[src/rtl/if_pkg.sv]
// Shared types and constants for the instruction-fetch stage.
package if_pkg;

  typedef enum logic [1:0] {
    RUN  = 2'd0,
    HOLD = 2'd1,
    DROP = 2'd2
  } if_state_e;

  typedef enum logic [1:0] {
    PC_KEEP   = 2'd0,
    PC_INC    = 2'd1,
    PC_TARGET = 2'd2,
    PC_PEND   = 2'd3
  } pc_sel_e;

  localparam logic [31:0] IF_NOP           = 32'h0000_0000;
  localparam logic [31:0] DEFAULT_RESET_PC = 32'h0000_0000;

  function automatic logic [31:0] align_pc(input logic [31:0] a);
    return {a[31:2], 2'b00};
  endfunction

  function automatic logic [31:0] pc_plus4(input logic [31:0] pc);
    return pc + 32'd4;
  endfunction

endpackage

[src/rtl/if_stage_if.sv]
// Instruction-memory request/response bus between the fetch stage and memory.
interface if_stage_if;
  logic        imem_req;
  logic [31:0] imem_addr;
  logic        imem_ready;
  logic [31:0] imem_rdata;

  modport master (output imem_req, output imem_addr, input imem_ready, input imem_rdata);
  modport slave  (input imem_req, input imem_addr, output imem_ready, output imem_rdata);
endinterface

[src/rtl/if_fetch_fsm.sv]
// Fetch control FSM: owns the RUN/HOLD/DROP state, the pending redirect target
// and the one-entry hold buffer; tells the top how to update PC and IF/ID.
module if_fetch_fsm
  import if_pkg::*;
(
  input  logic        clk,
  input  logic        reset,
  input  logic        bubble,
  input  logic        redirect_valid,
  input  logic [31:0] redirect_tgt,
  input  logic        imem_ready,
  input  logic [31:0] imem_rdata,
  output if_state_e   state,
  output pc_sel_e     pc_sel,
  output logic [31:0] pend_tgt,
  output logic        ifid_load,
  output logic        ifid_clear,
  output logic [31:0] load_instr
);

  if_state_e   state_q, state_d;
  logic [31:0] pend_q, pend_d;
  logic [31:0] hold_q, hold_d;

  // Next-state, PC-select and IF/ID strobe decode; redirect outranks bubble.
  always_comb begin
    state_d    = state_q;
    pend_d     = pend_q;
    hold_d     = hold_q;
    pc_sel     = PC_KEEP;
    ifid_load  = 1'b0;
    ifid_clear = 1'b0;
    load_instr = IF_NOP;
    case (state_q)
      RUN: begin
        if (redirect_valid) begin
          ifid_clear = 1'b1;
          if (imem_ready) begin
            pc_sel = PC_TARGET;
          end else begin
            pend_d  = redirect_tgt;
            state_d = DROP;
          end
        end else if (imem_ready && bubble) begin
          hold_d  = imem_rdata;
          state_d = HOLD;
        end else if (imem_ready) begin
          ifid_load  = 1'b1;
          load_instr = imem_rdata;
          pc_sel     = PC_INC;
        end else if (!bubble) begin
          // A wait cycle with ID free sends a bubble into ID.
          ifid_clear = 1'b1;
        end else begin
          ifid_clear = 1'b0;
        end
      end
      HOLD: begin
        if (redirect_valid) begin
          hold_d     = IF_NOP;
          pc_sel     = PC_TARGET;
          ifid_clear = 1'b1;
          state_d    = RUN;
        end else if (!bubble) begin
          ifid_load  = 1'b1;
          load_instr = hold_q;
          hold_d     = IF_NOP;
          pc_sel     = PC_INC;
          state_d    = RUN;
        end else begin
          state_d = HOLD;
        end
      end
      DROP: begin
        ifid_clear = 1'b1;
        if (redirect_valid) begin
          pend_d = redirect_tgt;
        end else begin
          pend_d = pend_q;
        end
        if (imem_ready) begin
          pc_sel  = redirect_valid ? PC_TARGET : PC_PEND;
          pend_d  = 32'h0000_0000;
          state_d = RUN;
        end else begin
          state_d = DROP;
        end
      end
      default: begin
        ifid_clear = 1'b1;
        state_d    = RUN;
      end
    endcase
  end

  // State, pending target and hold buffer registers.
  always_ff @(posedge clk) begin
    if (reset) begin
      state_q <= RUN;
      pend_q  <= 32'h0000_0000;
      hold_q  <= 32'h0000_0000;
    end else begin
      state_q <= state_d;
      pend_q  <= pend_d;
      hold_q  <= hold_d;
    end
  end

  assign state    = state_q;
  assign pend_tgt = pend_q;

endmodule

[src/rtl/if_stage.sv]
// Instruction-fetch stage: PC, imem request and the IF/ID pipeline register.
// Optional `IF_PERF_CNT_EN adds perf_fetched / perf_stall counters.
module if_stage
  import if_pkg::*;
#(
  parameter logic [31:0] RESET_PC = DEFAULT_RESET_PC
) (
  input  logic        clk,
  input  logic        reset,
  input  logic        bubble,
  input  logic        redirect_valid,
  input  logic [31:0] redirect_pc,
  if_stage_if.master  imem,
  output logic [31:0] IF_ID_PC_Plus4,
  output logic [31:0] IF_ID_Instruction,
  output logic        IF_ID_valid
`ifdef IF_PERF_CNT_EN
  ,
  output logic [31:0] perf_fetched,
  output logic [31:0] perf_stall
`endif
);

  if_state_e   state;
  pc_sel_e     pc_sel;
  logic [31:0] pend_tgt;
  logic        ifid_load;
  logic        ifid_clear;
  logic [31:0] load_instr;
  logic [31:0] redirect_tgt;

  logic [31:0] pc_q, pc_d;
  logic [31:0] pp4_q, pp4_d;
  logic [31:0] instr_q, instr_d;
  logic        valid_q, valid_d;

  assign redirect_tgt = align_pc(redirect_pc);

  if_fetch_fsm u_fsm (
    .clk            (clk),
    .reset          (reset),
    .bubble         (bubble),
    .redirect_valid (redirect_valid),
    .redirect_tgt   (redirect_tgt),
    .imem_ready     (imem.imem_ready),
    .imem_rdata     (imem.imem_rdata),
    .state          (state),
    .pc_sel         (pc_sel),
    .pend_tgt       (pend_tgt),
    .ifid_load      (ifid_load),
    .ifid_clear     (ifid_clear),
    .load_instr     (load_instr)
  );

  // Next PC and next IF/ID contents.
  always_comb begin
    case (pc_sel)
      PC_KEEP:   pc_d = pc_q;
      PC_INC:    pc_d = pc_plus4(pc_q);
      PC_TARGET: pc_d = redirect_tgt;
      PC_PEND:   pc_d = pend_tgt;
      default:   pc_d = pc_q;
    endcase
    if (ifid_load) begin
      pp4_d   = pc_plus4(pc_q);
      instr_d = load_instr;
      valid_d = 1'b1;
    end else if (ifid_clear) begin
      pp4_d   = 32'h0000_0000;
      instr_d = IF_NOP;
      valid_d = 1'b0;
    end else begin
      pp4_d   = pp4_q;
      instr_d = instr_q;
      valid_d = valid_q;
    end
  end

  // PC and IF/ID registers.
  always_ff @(posedge clk) begin
    if (reset) begin
      pc_q    <= RESET_PC;
      pp4_q   <= 32'h0000_0000;
      instr_q <= IF_NOP;
      valid_q <= 1'b0;
    end else begin
      pc_q    <= pc_d;
      pp4_q   <= pp4_d;
      instr_q <= instr_d;
      valid_q <= valid_d;
    end
  end

  assign imem.imem_req     = (state != HOLD);
  assign imem.imem_addr    = pc_q;
  assign IF_ID_PC_Plus4    = pp4_q;
  assign IF_ID_Instruction = instr_q;
  assign IF_ID_valid       = valid_q;

`ifdef IF_PERF_CNT_EN
  logic [31:0] fetched_q, fetched_d;
  logic [31:0] stall_q, stall_d;

  // Wrapping performance counter increments.
  always_comb begin
    if (ifid_load) begin
      fetched_d = fetched_q + 32'd1;
    end else begin
      fetched_d = fetched_q;
    end
    if (bubble || (state != RUN)) begin
      stall_d = stall_q + 32'd1;
    end else begin
      stall_d = stall_q;
    end
  end

  // Performance counter registers.
  always_ff @(posedge clk) begin
    if (reset) begin
      fetched_q <= 32'h0000_0000;
      stall_q   <= 32'h0000_0000;
    end else begin
      fetched_q <= fetched_d;
      stall_q   <= stall_d;
    end
  end

  assign perf_fetched = fetched_q;
  assign perf_stall   = stall_q;
`endif

endmodule

[src/flat_wrapper.sv]
// flat-port wrapper written by rule: the top's interface ports become plain ports
module if_stage_flat import if_pkg::*;
#(
  parameter logic [31:0] RESET_PC = DEFAULT_RESET_PC
)
  (clk, reset, bubble, redirect_valid, redirect_pc, IF_ID_PC_Plus4, IF_ID_Instruction, IF_ID_valid, imem_imem_req, imem_imem_addr, imem_imem_ready, imem_imem_rdata);
  if_stage_if imem_i ();
  input  logic clk;
  input  logic reset;
  input  logic bubble;
  input  logic redirect_valid;
  input  logic [31:0] redirect_pc;
  output logic [31:0] IF_ID_PC_Plus4;
  output logic [31:0] IF_ID_Instruction;
  output logic IF_ID_valid;
  output wire logic [$bits(imem_i.imem_req)-1:0] imem_imem_req;
  output wire logic [$bits(imem_i.imem_addr)-1:0] imem_imem_addr;
  input wire logic [$bits(imem_i.imem_ready)-1:0] imem_imem_ready;
  input wire logic [$bits(imem_i.imem_rdata)-1:0] imem_imem_rdata;
  assign imem_imem_req = imem_i.imem_req;
  assign imem_imem_addr = imem_i.imem_addr;
  assign imem_i.imem_ready = imem_imem_ready;
  assign imem_i.imem_rdata = imem_imem_rdata;
  if_stage #(.RESET_PC(RESET_PC)) u_core (.clk(clk), .reset(reset), .bubble(bubble), .redirect_valid(redirect_valid), .redirect_pc(redirect_pc), .imem(imem_i), .IF_ID_PC_Plus4(IF_ID_PC_Plus4), .IF_ID_Instruction(IF_ID_Instruction), .IF_ID_valid(IF_ID_valid));
endmodule
[config.mk]
export PLATFORM = sky130hd
export DESIGN_NAME = if_stage_flat
export DESIGN_NICKNAME = d
export VERILOG_FILES = /design/src/rtl/if_pkg.sv /design/src/rtl/if_stage_if.sv /design/src/rtl/if_fetch_fsm.sv /design/src/rtl/if_stage.sv /design/src/flat_wrapper.sv
export SDC_FILE = /design/constraint.sdc
export NUM_CORES = 1
export LEC_CHECK = 0
export ABC_CLOCK_PERIOD_IN_PS = 6700
export CAP_MARGIN = 0
export CORE_MARGIN = 2
export CORE_UTILIZATION = 40
export CTS_BUF_LIST = sky130_fd_sc_hd__clkbuf_4 sky130_fd_sc_hd__clkbuf_8 sky130_fd_sc_hd__clkbuf_16
export DETAILED_ROUTE_END_ITERATION = 6
export PLACE_DENSITY = 0.77
export SYNTH_ARGS = -nofsm -noshare
export SYNTH_HDL_FRONTEND = slang
export SYNTH_HIERARCHICAL = 1
export SYNTH_SLANG_ARGS = --single-unit
[constraint.sdc]
create_clock -name clk -period 6.7 [get_ports clk]
set_input_delay 1.34 -clock clk [delete_from_list [all_inputs] [get_ports clk]]
set_output_delay 1.34 -clock clk [all_outputs]
set_load 0.1 [all_outputs]
* Yosys cells after proc, flatten, opt, wreduce, memory -nomap -nowiden
Index checks and enable logic that the tools add are counted.
Storage, ports and cells: register bits 163, bits in latches 0, bits in writable memories 0, ROM bits 0, input bits 69, output and inout bits 98, memories 0
Cells by class: add/subtract/negate cells 1, multipliers 0, div/mod/pow operators 0, magnitude comparators 0, eq/ne operators 14, shift-type cells 0, mux-type cells 49, bitwise gates (word level) 0, reductions and logical operators 9
Operators with widths (number):
- $mux W32 | 16
- $pmux W32 S2 | 3
- $pmux W32 S3 | 1
- $add A32 B3 Y32 const B | 1
- $mux W1 | 17
- $mux W2 | 8
- $ne A3 B3 Y1 const B | 4
- $pmux W2 S3 | 2
- $ne A2 B2 Y1 const B | 4
- $reduce_and A4 Y1 | 2
- $eq A2 B2 Y1 const B | 3
- $reduce_bool A2 Y1 | 3
- $eq A2 B1 Y1 const B | 2
- $logic_not A2 Y1 | 2
- $pmux W1 S2 | 2
- $ne A2 B1 Y1 const B | 1
- $reduce_and A2 Y1 | 1
- $logic_and A1 B1 Y1 | 1

* Logic depth before layout (Yosys ltp)
word-level depth 7, gate-level depth with buffers 9

* Hierarchy
Netlist, hierarchy kept.
Modules (own cells, without submodules):
- if_stage | times used 1, cells each 592, area an instance 4785.8 um^2
- if_fetch_fsm | times used 1, cells each 269, area an instance 2537.4 um^2

* Worst setup path after synthesis
No wires, ideal clock.
path type input to register, start in imem_imem_ready, end reg u_core.pc_q[14] (netlist: u_core/imem.imem_addr[14]), library setup time 70 ps, data arrival time 3140 ps, setup slack 3489 ps, cell stages on the path 8, path buffers 3, cell sequence nor2_1 -> a2111oi_0 -> clkbuf_1 -> buf_1 -> buf_1 -> nand2_1 -> xor2_1 -> a21oi_1
On the way: cells in the longest elaborated chain, start to end 6, elaborated cells between the ends (all ways) 12, those cells by class 3 x eq/ne; 7 x mux; 2 x reduce/logical
Ends and longest elaborated chain:
- start: declaration | line flat_wrapper.sv:18 | input wire logic [$bits(imem_i.imem_ready)-1:0] imem_imem_ready;
- $mux W1 or $logic_and A1 B1 Y1 (tied branches) | line if_fetch_fsm.sv:47, if_fetch_fsm.sv:44
- $mux W1 | line if_fetch_fsm.sv:44 | end else if (imem_ready && bubble) begin
- $mux W2 | line if_fetch_fsm.sv:36 | if (redirect_valid) begin
- $pmux W2 S3 * | line if_fetch_fsm.sv:34 | case (state_q)
- named net u_core.pc_sel[0] | line if_stage.sv:25 | pc_sel_e pc_sel;
- $eq A2 B2 Y1 or $eq A2 B1 Y1 (tied branches) | line if_stage.sv:57 | case (pc_sel)
- $pmux W32 S3 | line if_stage.sv:57
- end signal: assignment | line if_stage.sv:87 | pc_q <= pc_d;
- end: declaration | line if_stage.sv:32 | logic [31:0] pc_q, pc_d;
Mark *: on every way through the listed nets, which the timed path passes. The rest lies on a longest branch. A chain may end at the register's enable or synchronous reset.

* Final worst setup path
start in bubble, end reg u_core.pp4_q[11] (netlist: u_core/IF_ID_PC_Plus4[11])
On the way: elaborated cells between the ends (all ways) 12, those cells by class 10 x mux; 2 x reduce/logical
RTL lines:
- start: declaration | line flat_wrapper.sv:10 | input logic bubble;
- $logic_and A1 B1 Y1 | line if_fetch_fsm.sv:44
- $mux W1 | line if_fetch_fsm.sv:44
- $mux W1 | line if_fetch_fsm.sv:36
- $pmux W1 S2 * | line if_fetch_fsm.sv:34
- named net u_core.ifid_load | line if_stage.sv:27 | logic ifid_load;
- $mux W32 or $reduce_bool A2 Y1 (tied branches)
- end signal: assignment | line if_stage.sv:88 | pp4_q <= pp4_d;
- end: declaration | line if_stage.sv:33 | logic [31:0] pp4_q, pp4_d;
Marked as above.

==> results by group <==
Outcome
  – Outcome: completed

Detailed routing
  – Routed WL: 20580 microns
  – Final ANT Viol Nets: 0
  – DR WL/cell: 16.76 microns
  – Routed vias: 6672
  – Initial DRC count: 413
  – Detailed-router iteration count before antenna repair: 5
  – Vias per Instance: 5.433
  – Drt drc: 0

GRT
  – Antenna violations before repair: 0
  – Pin count of the biggest net entering global routing: 63
  – First-pass GRT wire length: 32710 microns
  – GR Overflow Total: 0
  – Total GRT Usage: 0.2093
  – Vias in the first global route: 6067

Timing
  – Skew final: 0.01066 ns
  – Slew of the pin with the lowest slew margin: 1.185 ns
  – Final worst slack: 2.378 ns
  – Crit share post-route: 0.6450
  – Max Freq: 0.2314 GHz
  – Crit path time final: 4.322 ns
  – Unrepaired setup endpoints after global routing: no
  – Relative slew slack: 0.2083
  – Final setup viols: 0
  – TNS Setup: 0 ns
  – Final hold violations: 0
  – Max-slew violation count: 0

Critical path
  – Critical path arrival: 4.66 ns
  – Crit path max-delay family: simple AND/OR/NAND/NOR gates
  – R2R depth: 6
  – CP Cell Sequence: clkdlybuf4s50_1, nor4_4, buf_4, or2_2, nand2b_1, o21ai_0
  – Worst Setup SP: bubble
  – Reg2reg end: u_core/IF_ID_PC_Plus4[11]$_SDFFE_PP0P_
  – Worst endpoint required time: 7.04 ns
  – CP Max Fanout: 62
  – FF-to-FF Start: u_core/u_fsm/state[0]$_SDFFE_PP0P_
  – Startpoint types: input port
  – Slowest cell delay on critical path: 0.96 ns
  – Crit-path slowest cell: or2_2
  – CP endpoint kind: register
  – Worst Path Buf+Inv: 2
  – R2r setup slk: 3.23 ns
  – Worst Setup Path Type: in2reg
  – Cell depth of the worst setup path: 6

Logic synthesis
  – Top post-synthesis cells by area: dfxtp_1 45%, a22o_1 7.7%, a21oi_1 6.8%, nand2_1 6.2%, nor3b_1 4.4%
  – #FFs+latches synth: 163
  – Area leader, netlist: dfxtp_1
  – Asr flop ratio synth: 0
  – Yosys warning total: 6
  – Register area share after synthesis: 0.4456
  – Avg Cell Area, Syn: 8.506 sq um
  – Top cells by count, synth: 163 x dfxtp_1, 120 x nand2_1, 100 x a21oi_1
  – Cell Area, Synth: 7323 sq um
  – Syn Inst Count: 861
  – Netlist cell types: 49
  – Count leader, synth: dfxtp_1
  – Post-synth EDFFs: 0
  – Top FF cell, synth: dfxtp_1
  – Yosys top cell area share: 0.4456

Clocking
  – Worst-path clk slew: 0.07 ns
  – Buffer count from post-CTS setup fixing: 0
  – CTS tree: yes
  – Cts bufs inserted: 17
  – Number of clock sinks: 163
  – Htree depth: 4
  – CTS Hold Bufs: 0
  – Clk root buf: clkbuf_16
  – Clock latency on the worst-skew pair: 0.43 ns
  – Resized Gates After CTS: 0
  – CTS max path bufs: 2

Cells and area
  – Cell area after layout: 9737 sq um
  – Area growth syn-to-layout: 32.96%
  – Nets@finish: 1057
  – Register area: 3263 sq um
  – Antenna diode count: 0
  – Filler cells: 1642
  – Multi-input combinational cell area: 3827 sq um
  – Layout cells sized above 1: 0.06106

Place
  – Dpl hpwl: 13480 microns
  – Buffers on Ports: 164
  – DP Area: 9141 sq um
  – Final RePlAce weighted congestion: 0.9099
  – Pre-CTS setup slack: 1.974 ns

Floorplanning
  – Core Box Area: 17960 sq um
  – # rows: 49
  – Die area: 19410 sq um
  – Die Wd: 139.3 microns
  – Ports: 167
  – Initial Util: 0.4077
  – Die Span Y: 139.3 microns

Pwr
  – Pwr Density: 252.7 nW/um^2
  – Max IR drop VDD: 0.2065 mV
  – Leakage power: 3.386 nW
  – Power Total: 2.461 mW

Hold path
  – Worst hold path stage count: 2
  – Hold_sp: u_core/IF_ID_PC_Plus4[26]$_SDFFE_PP0P_
  – Hold Path Class: reg2reg
  – Hold Path End: u_core/IF_ID_PC_Plus4[26]$_SDFFE_PP0P_

Run
  – MaxCap Viol Count: 0
-- state kept, by name, indices dropped and copies added, names as in the netlist --
name and flops:
u_core/u_fsm/pend_tgt 32, u_core/IF_ID_Instruction 32, u_core/u_fsm/state 2, u_core/IF_ID_valid 1
u_core/IF_ID_PC_Plus4 32, u_core/imem.imem_addr 32, u_core/u_fsm/hold_q 32
-- metal layers --
metal  global-route usage  part of all wire  vias to the layer above
met1               0.2875              0.44                     3114
met5                    0                 0                        -
li1                     -                 -                     3299
met4              0.06273             0.013                        0
met3              0.05299             0.079                       16
met2               0.3256              0.47                      243
-- layout by cell type, fill, tap and decap left out, types with 6 or more instances in the layout --
cell type        synthesis  routed
buf_4                    0      13
nand3_1                 18      18
nor3_1                   8       7
nor2_1                  70      70
dfxtp_1                163     163
nand2_1                120     120
clkdlybuf4s50_1          0     163
a22o_1                  64      64
o21ai_0                 31      31
nand2b_1                 6       6
nor3b_1                 43      43
a21o_1                   9       9
xnor2_1                 20      20
inv_1                    8       8
xor2_1                  21      21
nand4_1                 12      12
a211oi_1                11      10
clkbuf_16                0      17
a21oi_1                100     100
mux2i_1                 20      20
-- cells by family after synthesis --
| kind of cell | Yosys count | share of synthesized area |
|---|---|---|
| fa+ha+maj | 1 | 0.001708 |
| xor+xnor | 41 | 0.04904 |
| buf+inv | 79 | 0.04237 |
| other cells | 1 | 0.0005121 |
| compound gates | 242 | 0.2175 |
| flops | 163 | 0.4456 |
| mux | 21 | 0.03041 |
| simple gates | 313 | 0.2129 |
-- report_power, final --
part           total [mW]  leakage [nW]  switching [mW]  internal (mW)
registers            1.05          1.33          0.0459           1.00
logic               0.416          1.78           0.286          0.130
clock network       0.994         0.281           0.433          0.561
total                2.46          3.39           0.764           1.70
-- how the worst max path moves through the flow --
stage,end
global placement,u_core/IF_ID_PC_Plus4[13]$_SDFFE_PP0P_
CTS,u_core/IF_ID_PC_Plus4[11]$_SDFFE_PP0P_
finish,u_core/IF_ID_PC_Plus4[11]$_SDFFE_PP0P_
floorplan,u_core/imem.imem_addr[14]$_SDFFE_PP0N_
detailed placement,u_core/IF_ID_PC_Plus4[15]$_SDFFE_PP0P_
global route,u_core/IF_ID_PC_Plus4[18]$_SDFFE_PP0P_
-- per-stage QoR --
step           instances  hold WS, ns  utilization
2_1_floorplan        862       0.4317            -
3_3_place_gp        1197       0.4343       0.5089
3_5_place_dp        1197       0.4412       0.5089
4_1_cts             1228       0.4559       0.5420
5_1_grt             1228       0.4687       0.5420
6_report            1228       0.4536       0.5420
-- layout make-up --
| type | count | share of cell area |
|---|---|---|
| Inverter | 8 | 0.003084 |
| Clock buffer | 17 | 0.04369 |
| Multi-Input combinational cell | 620 | 0.3931 |
| Timing Repair Buffer | 177 | 0.1781 |
| Clock inverter | 14 | 0.01748 |
| Sequential cell | 163 | 0.3351 |
| Tap cell | 229 | 0.02943 |
-- tightest hold or removal path: cells and delay by family, from the launching register on --
family          cells  cell delay [ns]
simple gates        1             0.05
compound gates      1             0.06
flops               1             0.32
No activity file was read; power rests on OpenSTA's default activity.
==> RTL change (config.mk and constraints unchanged) <==
The 3 states of `if_state_e` get a one-hot encoding in 3 bits.
--- a/src/rtl/if_pkg.sv
+++ b/src/rtl/if_pkg.sv
@@ -1,10 +1,10 @@
 // Shared types and constants for the instruction-fetch stage.
 package if_pkg;
 
-  typedef enum logic [1:0] {
-    RUN  = 2'd0,
-    HOLD = 2'd1,
-    DROP = 2'd2
+  typedef enum logic [2:0] {
+    RUN  = 3'b001,
+    HOLD = 3'b010,
+    DROP = 3'b100
   } if_state_e;
 
   typedef enum logic [1:0] {
Formal check against the unedited RTL: same outputs for any inputs over 4 cycles, from zero or initial values and one cycle with reset high; so few cycles prove little.
==> RTL change against the original RTL <==
Worst setup slack better by 0.042 ns. Synthesized area grew 12%. Utilization fell by 1.9 points. Non-clock buffer count down 2. Routed wire length increased by 9.1%. Final area increased by 8.4%. Power is 5.6% higher. Sequential cell count is 1 higher. Critical path depth rose by 3. Critical path type unchanged. Critical endpoint is now u_core/IF_ID_PC_Plus4[15]. Highest routed layer is now met5.
==> RTL change: results (changes against the original RTL) <==
| Metric | Value |
|---|---|
| First-pass GRT wire length | `35400 um (was 32700 um)` |
| DRT Wirelength | `22500 um (was 20600 um)` |
| CP Max Fanout | `33 (was 62)` |
| Worst EP arrival | `4.63 ns (was 4.66 ns)` |
| Post-synthesis sequential area ratio | `0.402 (was 0.446)` |
| Worst R2R Path Depth | `8 (was 6)` |
| Final hold slack | `0.451 ns (was 0.454 ns)` |
| DR iter-0 viols | `687 (was 413)` |
| Post-Synth XOR/XNOR Area | `0.0439 (was 0.0490)` |
| DR vias/cell | `5.37 (was 5.43)` |
| Comb power | `0.467 mW (was 0.416 mW)` |
| R2r setup slk | `3.34 ns (was 3.23 ns)` |
| Reg2reg start | `u_core/u_fsm/state[1] (was u_core/u_fsm/state[0])` |
| Total track usage | `0.203 (was 0.209)` |
| Nets | `1138 (was 1057)` |
| Cell Area, Placed | `9910 um2 (was 9140 um2)` |
| Gate count after technology mapping | `953 (was 861)` |
| Most frequent cells after synthesis | `164 x dfxtp_1, 118 x nand2_1, 82 x mux2i_1 (was 163 x dfxtp_1, 120 x nand2_1, 100 x a21oi_1)` |
| Slowest CP cell | `nor3_2 (was or2_2)` |
| Reg power frac | `0.411 (was 0.427)` |
| DR vias | `7254 (was 6672)` |
| Start point of the worst min-delay path | `u_core/IF_ID_PC_Plus4[21] (was u_core/IF_ID_PC_Plus4[26])` |
| Multiplexer share of the synthesized area | `0.103 (was 0.0304)` |
| Placed cells | `1319 (was 1197)` |
| Status | `finished, final reports clean (unchanged)` |
| Worst vdd ir | `0.157 mV (was 0.206 mV)` |
| Final HPWL DP | `14900 um (was 13500 um)` |
| Part of the power in combinational logic | `0.180 (was 0.169)` |
| Post-synthesis adder-cell area fraction | `0.00153 (was 0.00171)` |
| Final worst slack | `2.42 ns (was 2.38 ns)` |
| Distinct cells, synth | `57 (was 49)` |
| Share of cells above drive strength 1 | `0.0583 (was 0.0611)` |
| CP Launch Point | `imem_imem_ready (was bubble)` |
| Compound-Gate Fraction of Synth Area | `0.152 (was 0.217)` |
| PwrDens | `246 nW/um2 (was 253 nW/um2)` |
| Hold Path End | `u_core/IF_ID_PC_Plus4[21] (was u_core/IF_ID_PC_Plus4[26])` |
| CP max stage delay | `1.07 ns (was 0.96 ns)` |
| Initial antenna violation count | `4 (was 0)` |
| Post_cts resized | `0 (unchanged)` |
| Design internal power | `1.82 mW (was 1.70 mW)` |
| Routability cong. | `0.838 (was 0.910)` |
| Worst Tran Pin Value | `1.30 ns (was 1.18 ns)` |
| Top post-synthesis cells by area | `dfxtp_1 40%, mux2i_1 10%, nand2_1 5.4%, nand2b_1 5.3%, a21oi_1 4.7% (was dfxtp_1 45%, a22o_1 7.7%, a21oi_1 6.8%, nand2_1 6.2%, nor3b_1 4.4%)` |
-- RTL change: cell types whose count changed after synthesis, moves of 10 or more --
cell,unedited run,this run
a22o_1,64,32
buf_6,0,10
mux2i_1,20,82
a21oi_1,100,77
nand2b_1,6,69
-- RTL change: worst reg2reg max path, cell delays in order, from the launching register on --
cell	delay [ns]
dfxtp_1	0.59
nor2b_4	0.13
and4bb_1	0.23
nor2b_2	0.15
buf_4	0.26
or2_2	0.61
nor3_2	1.07
nand2_1	0.14
o21ai_0	0.11
-- RTL change: final cells by class --
type | instances | share of cell area
multi-input combinational | 702 | 0.430
sequential | 164 | 0.311
timing repair buffer | 175 | 0.163
clock buffer | 19 | 0.0423
tap | 270 | 0.0320
clock inverter | 13 | 0.0186
inverter | 8 | 0.00285
antenna | 1 | 0.000237
-- RTL change: layer usage --
layer  part of all wire  vias up  track usage
li1                   -     3534            -
met1               0.44     3436        0.281
met2               0.45      232        0.305
met3              0.075       46       0.0550
met4              0.030        6       0.0760
met5             0.0020        -            0
